<file path="src/rtl/alu_issue_pkg.sv">
// Shared encodings for the ALU issue stage: ALU control codes, MIPS opcode/funct
// values and the decoder result bundle.
package alu_issue_pkg;

  localparam logic [4:0] ALU_NOP  = 5'd0;
  localparam logic [4:0] ALU_LUI  = 5'd1;
  localparam logic [4:0] ALU_SRA  = 5'd2;
  localparam logic [4:0] ALU_SRL  = 5'd3;
  localparam logic [4:0] ALU_SLL  = 5'd4;
  localparam logic [4:0] ALU_XOR  = 5'd5;
  localparam logic [4:0] ALU_OR   = 5'd6;
  localparam logic [4:0] ALU_NOR  = 5'd7;
  localparam logic [4:0] ALU_AND  = 5'd8;
  localparam logic [4:0] ALU_SLTU = 5'd9;
  localparam logic [4:0] ALU_SLT  = 5'd10;
  localparam logic [4:0] ALU_SUB  = 5'd11;
  localparam logic [4:0] ALU_ADD  = 5'd12;
  localparam logic [4:0] ALU_CMP  = 5'd13;
  localparam logic [4:0] ALU_CMPU = 5'd14;
  localparam logic [4:0] ALU_NAND = 5'd15;
  localparam logic [4:0] ALU_XNOR = 5'd16;
  localparam logic [4:0] ALU_LLI  = 5'd17;
  localparam logic [4:0] ALU_SGTU = 5'd18;

  localparam logic [5:0] OPC_RTYPE = 6'h00;
  localparam logic [5:0] OPC_ADDI  = 6'h08;
  localparam logic [5:0] OPC_SLTI  = 6'h0A;
  localparam logic [5:0] OPC_SLTIU = 6'h0B;
  localparam logic [5:0] OPC_ANDI  = 6'h0C;
  localparam logic [5:0] OPC_ORI   = 6'h0D;
  localparam logic [5:0] OPC_XORI  = 6'h0E;
  localparam logic [5:0] OPC_LUI   = 6'h0F;

  localparam logic [5:0] FN_SLL  = 6'h00;
  localparam logic [5:0] FN_SRL  = 6'h02;
  localparam logic [5:0] FN_SRA  = 6'h03;
  localparam logic [5:0] FN_SLLV = 6'h04;
  localparam logic [5:0] FN_SRLV = 6'h06;
  localparam logic [5:0] FN_SRAV = 6'h07;
  localparam logic [5:0] FN_ADD  = 6'h20;
  localparam logic [5:0] FN_SUB  = 6'h22;
  localparam logic [5:0] FN_AND  = 6'h24;
  localparam logic [5:0] FN_OR   = 6'h25;
  localparam logic [5:0] FN_XOR  = 6'h26;
  localparam logic [5:0] FN_NOR  = 6'h27;
  localparam logic [5:0] FN_SLT  = 6'h2A;
  localparam logic [5:0] FN_SLTU = 6'h2B;
  localparam logic [5:0] FN_CMP  = 6'h30;
  localparam logic [5:0] FN_CMPU = 6'h31;
  localparam logic [5:0] FN_NAND = 6'h32;
  localparam logic [5:0] FN_XNOR = 6'h33;
  localparam logic [5:0] FN_LLI  = 6'h34;
  localparam logic [5:0] FN_SGTU = 6'h35;

  typedef struct packed {
    logic [4:0]  ctrl;
    logic [31:0] src1;
    logic [31:0] src2;
    logic        illegal;
  } dec_t;

endpackage

</file>
<file path="src/rtl/alu_issue_dec.sv">
// Combinational instruction decoder: opcode/funct to ALU control code plus the
// operand selection for src1/src2. Unsupported encodings yield a zeroed NOP.
module alu_issue_dec
  import alu_issue_pkg::*;
(
  input  logic [5:0]  opcode_i,
  input  logic [5:0]  funct_i,
  input  logic [4:0]  shamt_i,
  input  logic [31:0] rs_i,
  input  logic [31:0] rt_i,
  input  logic [15:0] imm_i,
  output dec_t        dec_o
);

  logic [31:0] imm_sext;
  logic [31:0] imm_zext;
  logic [31:0] shamt_ext;

  assign imm_sext  = {{16{imm_i[15]}}, imm_i};
  assign imm_zext  = {16'b0, imm_i};
  assign shamt_ext = {27'b0, shamt_i};

  always_comb begin
    dec_o         = '0;
    dec_o.src1    = rs_i;
    dec_o.src2    = rt_i;
    dec_o.ctrl    = ALU_NOP;
    dec_o.illegal = 1'b0;
    case (opcode_i)
      OPC_RTYPE: begin
        case (funct_i)
          FN_ADD:  dec_o.ctrl = ALU_ADD;
          FN_SUB:  dec_o.ctrl = ALU_SUB;
          FN_SLT:  dec_o.ctrl = ALU_SLT;
          FN_SLTU: dec_o.ctrl = ALU_SLTU;
          FN_AND:  dec_o.ctrl = ALU_AND;
          FN_NOR:  dec_o.ctrl = ALU_NOR;
          FN_OR:   dec_o.ctrl = ALU_OR;
          FN_XOR:  dec_o.ctrl = ALU_XOR;
          FN_SLL:  begin dec_o.ctrl = ALU_SLL; dec_o.src1 = shamt_ext; end
          FN_SRL:  begin dec_o.ctrl = ALU_SRL; dec_o.src1 = shamt_ext; end
          FN_SRA:  begin dec_o.ctrl = ALU_SRA; dec_o.src1 = shamt_ext; end
          FN_SLLV: dec_o.ctrl = ALU_SLL;
          FN_SRLV: dec_o.ctrl = ALU_SRL;
          FN_SRAV: dec_o.ctrl = ALU_SRA;
          FN_CMP:  dec_o.ctrl = ALU_CMP;
          FN_CMPU: dec_o.ctrl = ALU_CMPU;
          FN_NAND: dec_o.ctrl = ALU_NAND;
          FN_XNOR: dec_o.ctrl = ALU_XNOR;
          FN_LLI:  dec_o.ctrl = ALU_LLI;
          FN_SGTU: dec_o.ctrl = ALU_SGTU;
          default: dec_o.illegal = 1'b1;
        endcase
      end
      OPC_ADDI:  begin dec_o.ctrl = ALU_ADD;  dec_o.src2 = imm_sext; end
      OPC_SLTI:  begin dec_o.ctrl = ALU_SLT;  dec_o.src2 = imm_sext; end
      OPC_SLTIU: begin dec_o.ctrl = ALU_SLTU; dec_o.src2 = imm_sext; end
      OPC_ANDI:  begin dec_o.ctrl = ALU_AND;  dec_o.src2 = imm_zext; end
      OPC_ORI:   begin dec_o.ctrl = ALU_OR;   dec_o.src2 = imm_zext; end
      OPC_XORI:  begin dec_o.ctrl = ALU_XOR;  dec_o.src2 = imm_zext; end
      OPC_LUI:   begin dec_o.ctrl = ALU_LUI;  dec_o.src2 = imm_zext; end
      default:   dec_o.illegal = 1'b1;
    endcase
    // Illegal requests still flow through the pipe, but present a quiet ALU.
    if (dec_o.illegal) begin
      dec_o.ctrl = ALU_NOP;
      dec_o.src1 = '0;
      dec_o.src2 = '0;
    end
  end

endmodule

</file>
<file path="src/rtl/alu_issue.sv">
// Two-stage ALU issue pipe: stage 1 registers decoded control/operands toward the
// combinational ALU, stage 2 captures its result as the response.
module alu_issue
  import alu_issue_pkg::*;
#(
  parameter int ID_W  = 4,
  parameter int CNT_W = 16
) (
  input  logic             clk,
  input  logic             reset,
  input  logic             req_valid,
  output logic             req_ready,
  input  logic [ID_W-1:0]  req_id,
  input  logic [5:0]       req_opcode,
  input  logic [5:0]       req_funct,
  input  logic [4:0]       req_shamt,
  input  logic [31:0]      req_rs_val,
  input  logic [31:0]      req_rt_val,
  input  logic [15:0]      req_imm,
  output logic [4:0]       alu_control,
  output logic [31:0]      alu_src1,
  output logic [31:0]      alu_src2,
  input  logic [31:0]      alu_result,
  output logic             resp_valid,
  input  logic             resp_ready,
  output logic [ID_W-1:0]  resp_id,
  output logic [31:0]      resp_result,
  output logic             resp_illegal,
  output logic [CNT_W-1:0] done_count,
  output logic [CNT_W-1:0] illegal_count
);

  dec_t dec;

  alu_issue_dec u_dec (
    .opcode_i (req_opcode),
    .funct_i  (req_funct),
    .shamt_i  (req_shamt),
    .rs_i     (req_rs_val),
    .rt_i     (req_rt_val),
    .imm_i    (req_imm),
    .dec_o    (dec)
  );

  logic             s1_valid_q, s1_valid_d, s1_illegal_q;
  logic [ID_W-1:0]  s1_id_q;
  logic [4:0]       ctrl_q;
  logic [31:0]      src1_q, src2_q;
  logic             s2_valid_q, s2_valid_d, resp_illegal_q;
  logic [ID_W-1:0]  resp_id_q;
  logic [31:0]      resp_result_q;
  logic [CNT_W-1:0] done_q, done_d, ill_cnt_q, ill_cnt_d;
  logic             s2_free, s1_adv, accept, resp_hs;

  assign s2_free   = ~s2_valid_q | resp_ready;
  assign s1_adv    = s1_valid_q & s2_free;
  assign req_ready = ~s1_valid_q | s2_free;
  assign accept    = req_valid & req_ready;
  assign resp_hs   = s2_valid_q & resp_ready;

  always_comb begin
    s1_valid_d = accept | (s1_valid_q & ~s2_free);
    s2_valid_d = s1_adv | (s2_valid_q & ~resp_ready);
    done_d     = done_q;
    ill_cnt_d  = ill_cnt_q;
    // Counters saturate at all-ones rather than wrapping.
    if (resp_hs && (done_q != '1)) done_d = done_q + CNT_W'(1);
    if (resp_hs && resp_illegal_q && (ill_cnt_q != '1)) ill_cnt_d = ill_cnt_q + CNT_W'(1);
  end

  always_ff @(posedge clk) begin
    if (reset) begin
      s1_valid_q     <= 1'b0;
      s1_illegal_q   <= 1'b0;
      s1_id_q        <= '0;
      ctrl_q         <= '0;
      src1_q         <= '0;
      src2_q         <= '0;
      s2_valid_q     <= 1'b0;
      resp_id_q      <= '0;
      resp_result_q  <= '0;
      resp_illegal_q <= 1'b0;
      done_q         <= '0;
      ill_cnt_q      <= '0;
    end else begin
      s1_valid_q <= s1_valid_d;
      s2_valid_q <= s2_valid_d;
      done_q     <= done_d;
      ill_cnt_q  <= ill_cnt_d;
      if (accept) begin
        ctrl_q       <= dec.ctrl;
        src1_q       <= dec.src1;
        src2_q       <= dec.src2;
        s1_illegal_q <= dec.illegal;
        s1_id_q      <= req_id;
      end
      if (s1_adv) begin
        resp_result_q  <= s1_illegal_q ? '0 : alu_result;
        resp_id_q      <= s1_id_q;
        resp_illegal_q <= s1_illegal_q;
      end
    end
  end

  assign alu_control   = ctrl_q;
  assign alu_src1      = src1_q;
  assign alu_src2      = src2_q;
  assign resp_valid    = s2_valid_q;
  assign resp_id       = resp_id_q;
  assign resp_result   = resp_result_q;
  assign resp_illegal  = resp_illegal_q;
  assign done_count    = done_q;
  assign illegal_count = ill_cnt_q;

endmodule

</file>
<file path="config.mk">
export PLATFORM = sky130hd
export DESIGN_NAME = alu_issue
export DESIGN_NICKNAME = d
export VERILOG_FILES = /design/src/rtl/alu_issue_pkg.sv /design/src/rtl/alu_issue_dec.sv /design/src/rtl/alu_issue.sv
export SDC_FILE = /design/constraint.sdc
export NUM_CORES = 1
export LEC_CHECK = 0
export BUFFER_PORTS_ARGS = -buffer_cell sky130_fd_sc_hd__clkbuf_2
export CORE_MARGIN = 3
export CORE_UTILIZATION = 47
export CTS_CLUSTER_DIAMETER = 60
export DETAILED_ROUTE_END_ITERATION = 7
export GPL_TIMING_DRIVEN = 0
export PLACE_DENSITY = 0.8
export REMOVE_ABC_BUFFERS = 1
export SKIP_CTS_REPAIR_TIMING = 1
export SLEW_MARGIN = 20
export SYNTH_ARGS = -nofsm -noshare
export SYNTH_HDL_FRONTEND = slang
export SYNTH_SLANG_ARGS = --single-unit
</file>
<file path="constraint.sdc">
create_clock -name clk -period 2 [get_ports clk]
set_input_delay 0.3 -clock clk [delete_from_list [all_inputs] [get_ports clk]]
set_output_delay 0.3 -clock clk [all_outputs]
set_load 0.005 [all_outputs]
</file>
==> results.ini <==
[outcome]
status = finished, final reports clean

[power]
design_power_total_mw = 6.472
peakVddDrop_mv = 0.4759
p_leak_nw = 3.835
p_per_area_nw_per_um2 = 777.3

[synth]
synth_edf_count = 0
synth_async_sr_flop_share_pct = 0
yosys.area.top_type = dfxtp_1
synth_top_area_share_pct = 47.00
syn_avg_cell_area_um2 = 8.886
syn_inst = 695
synth_area_leaders = dfxtp_1, nor2_1, mux2i_1
synth-seq-cells = 145
yosysWarnings = 0
synth_top_flop_cell = dfxtp_1
yosysSeqAreaShare_pct = 47.00
ys_types = 56
synth_area_um2 = 6176

[cts]
cts_tree = done
clk_path_buf_depth = 2
clockRootBuffer = clkbuf_16
clock-sinks = 145
clk_pin_slew_ns = 0.05
cts-buffers-inserted = 17
insertion_delay_ns = 0.42
ctsHtreeMaxLevel = 4

[sta]
period_share_pct = 94.90
relSlewSlack_pct = 41.34
fin_skew_ns = 0.006802
min_period_ns = 1.898
tightest_slew_ns = 0.8766
slew_violations = 0
finalSetupViolCount = 0
fmax_mhz = 526.8
finalHoldViolations = 0
setup_slack_ns = 0.1019

[run]
drv_cap = 0

[worst_setup_path]
reg2reg_depth = 6
arrival_ns = 2.20
worstSetupEndpointType = flip-flop
start_kind = flip-flop
max_stage_delay_ns = 0.45
cp_slowest_cell = or3_1
cp_num_buf_inv = 0
path_delay_family = simple AND/OR/NAND/NOR gates
cp_cell_sequence = ha_1 -> nand3_1 -> or3_1 -> a211oi_1 -> xnor2_1 -> nor2_1
cp_num_cells = 6
crit_path_max_fanout = 4
crit_type = reg -> reg
critical_path_required_ns = 2.30

[die]
dieArea_um2 = 14550
fp.dieW_um = 120.6
core_um2 = 12720
rows = 41
fp.dieH_um = 120.6
start_util_pct = 48.54
boundaryPins = 277

[grt]
track_usage_pct = 22.61
grt_pass1_wl_mm = 26.61
grt_max_degree = 52
overflow = 0
grt_pass1_vias = 5575
antenna_found_initial = 0

[route]
drc_errors = 0
drt-initial-drc-count = 404
firstDrtPassIters = 5
vias = 6016
ant_nets = 0
viasPerCell = 5.300
wl_mm = 17.41
avgRoutedWirePerCell_um = 15.34

[placed_design]
hpwlAfterDp_mm = 12.44
place_congestion = 0.8775
post-place-ws_ns = -0.8572
place_inst = 1097
numPortBuffers = 276
dpl_cell_area_um2 = 7702

[final_layout]
syn2layout_area_growth_pct = 34.83
layout_common_cells = clkbuf_2, dfxtp_1, nor2_1, nand2_1, a21oi_1
fin_nets = 1089
final_common_cell = clkbuf_2
drive_gt1_share_pct = 36.66
fill_cells = 1097
instances_no_fill = 1135
final_area_um2 = 8327
n_antenna_cell = 0

[min_path]
holdPathStages = 3
hold_path.class = in -> reg

-- registers in the layout, summed over array words and instances (netlist names) --
| register | count |
|---|---|
| alu_control | 5 |
| alu_src1 | 32 |
| alu_src2 | 32 |
| done_count | 16 |
| illegal_count | 16 |
| resp_id | 4 |
| resp_illegal | 1 |
| resp_result | 32 |
| resp_valid | 1 |
| s1_id_q | 4 |
| s1_illegal_q | 1 |
| s1_valid_q | 1 |
-- kinds of logic after synthesis --
kind of cell	after synthesis	synth area share, %
AOI/OAI and AO/OA	167	18.56
xor gates and xnor gates	28	3.971
adders and majority gates	3	0.5672
buffers and inverters	61	4.275
DFF	145	47.00
muxes	28	4.538
and+or+nand+nor	263	21.09
-- report_power, final --
part           switching (mW)  internal [mW]
Combinational           0.300          0.271
Clock                    1.20           1.70
Sequential             0.0508           2.95
Total                    1.55           4.92
-- routing by layer --
layer,up-vias,part of all wire [%],global-route usage [%]
li1,2993,-,-
met3,21,9.8,8.326
met5,-,0,0
met4,0,1.1,7.436
met2,253,49,37.65
met1,2749,40,27.07
-- Yosys cell counts, drive strengths merged (2+ instances only) --
library cell / count
a2111oi: 2
a211oi: 7
a21oi: 49
a2bb2oi: 3
a31oi: 2
a32o: 27
and2: 5
and3: 4
and4: 3
buf: 14
clkbuf: 37
dfxtp: 145
ha: 2
inv: 10
mux2i: 28
nand2: 66
nand2b: 4
nand3: 10
nand4: 11
nor2: 97
nor2b: 7
nor3: 10
nor3b: 34
nor4: 4
o2111ai: 6
o211ai: 6
o21a: 2
o21ai: 52
o31ai: 2
o32ai: 2
or3: 3
xnor2: 14
xor2: 14
-- final timing paths --
kind / startpoint / to / slack (ns)
setup / recovery: illegal_count[1]$_SDFFE_PP0P_ / illegal_count[8]$_SDFFE_PP0P_ / 0.10
hold / removal: req_id[3] / s1_id_q[3]$_SDFFE_PP0P_ / 0.11
setup reg to reg: illegal_count[1]$_SDFFE_PP0P_ / illegal_count[8]$_SDFFE_PP0P_ / 0.10
hold reg to reg: alu_src2[13]$_SDFFE_PP0P_ / alu_src2[13]$_SDFFE_PP0P_ / 0.45
-- tightest hold or removal path: stages --
cell and delay [ns]:
clkbuf_2 0.08, nand2_1 0.05, a21oi_1 0.05
-- metrics by stage --
step,utilization (%),hold slack [ns],setup TNS [ns]
final,65.45,0.1137,0
after global routing,65.45,0.1008,-0.0001226
after detailed placement,60.54,0.4406,-43.84
after CTS,64.83,0.09142,-27.91
after floorplan,-,0.3691,-151.40
after global placement,59.31,0.4341,-316.53
-- cell type report --
class                      count  area [µm²]  share of cell area [%]
sequential                   145        2905                   34.89
timing repair buffer         285        1529                   18.36
clock inverter                14       116.4                   1.397
inverter                      10       37.54                  0.4508
clock buffer                  18       429.2                   5.154
multi-input combinational    491        3094                   37.16
tap                          172       215.2                   2.585
(Power assumes the default switching activity.)
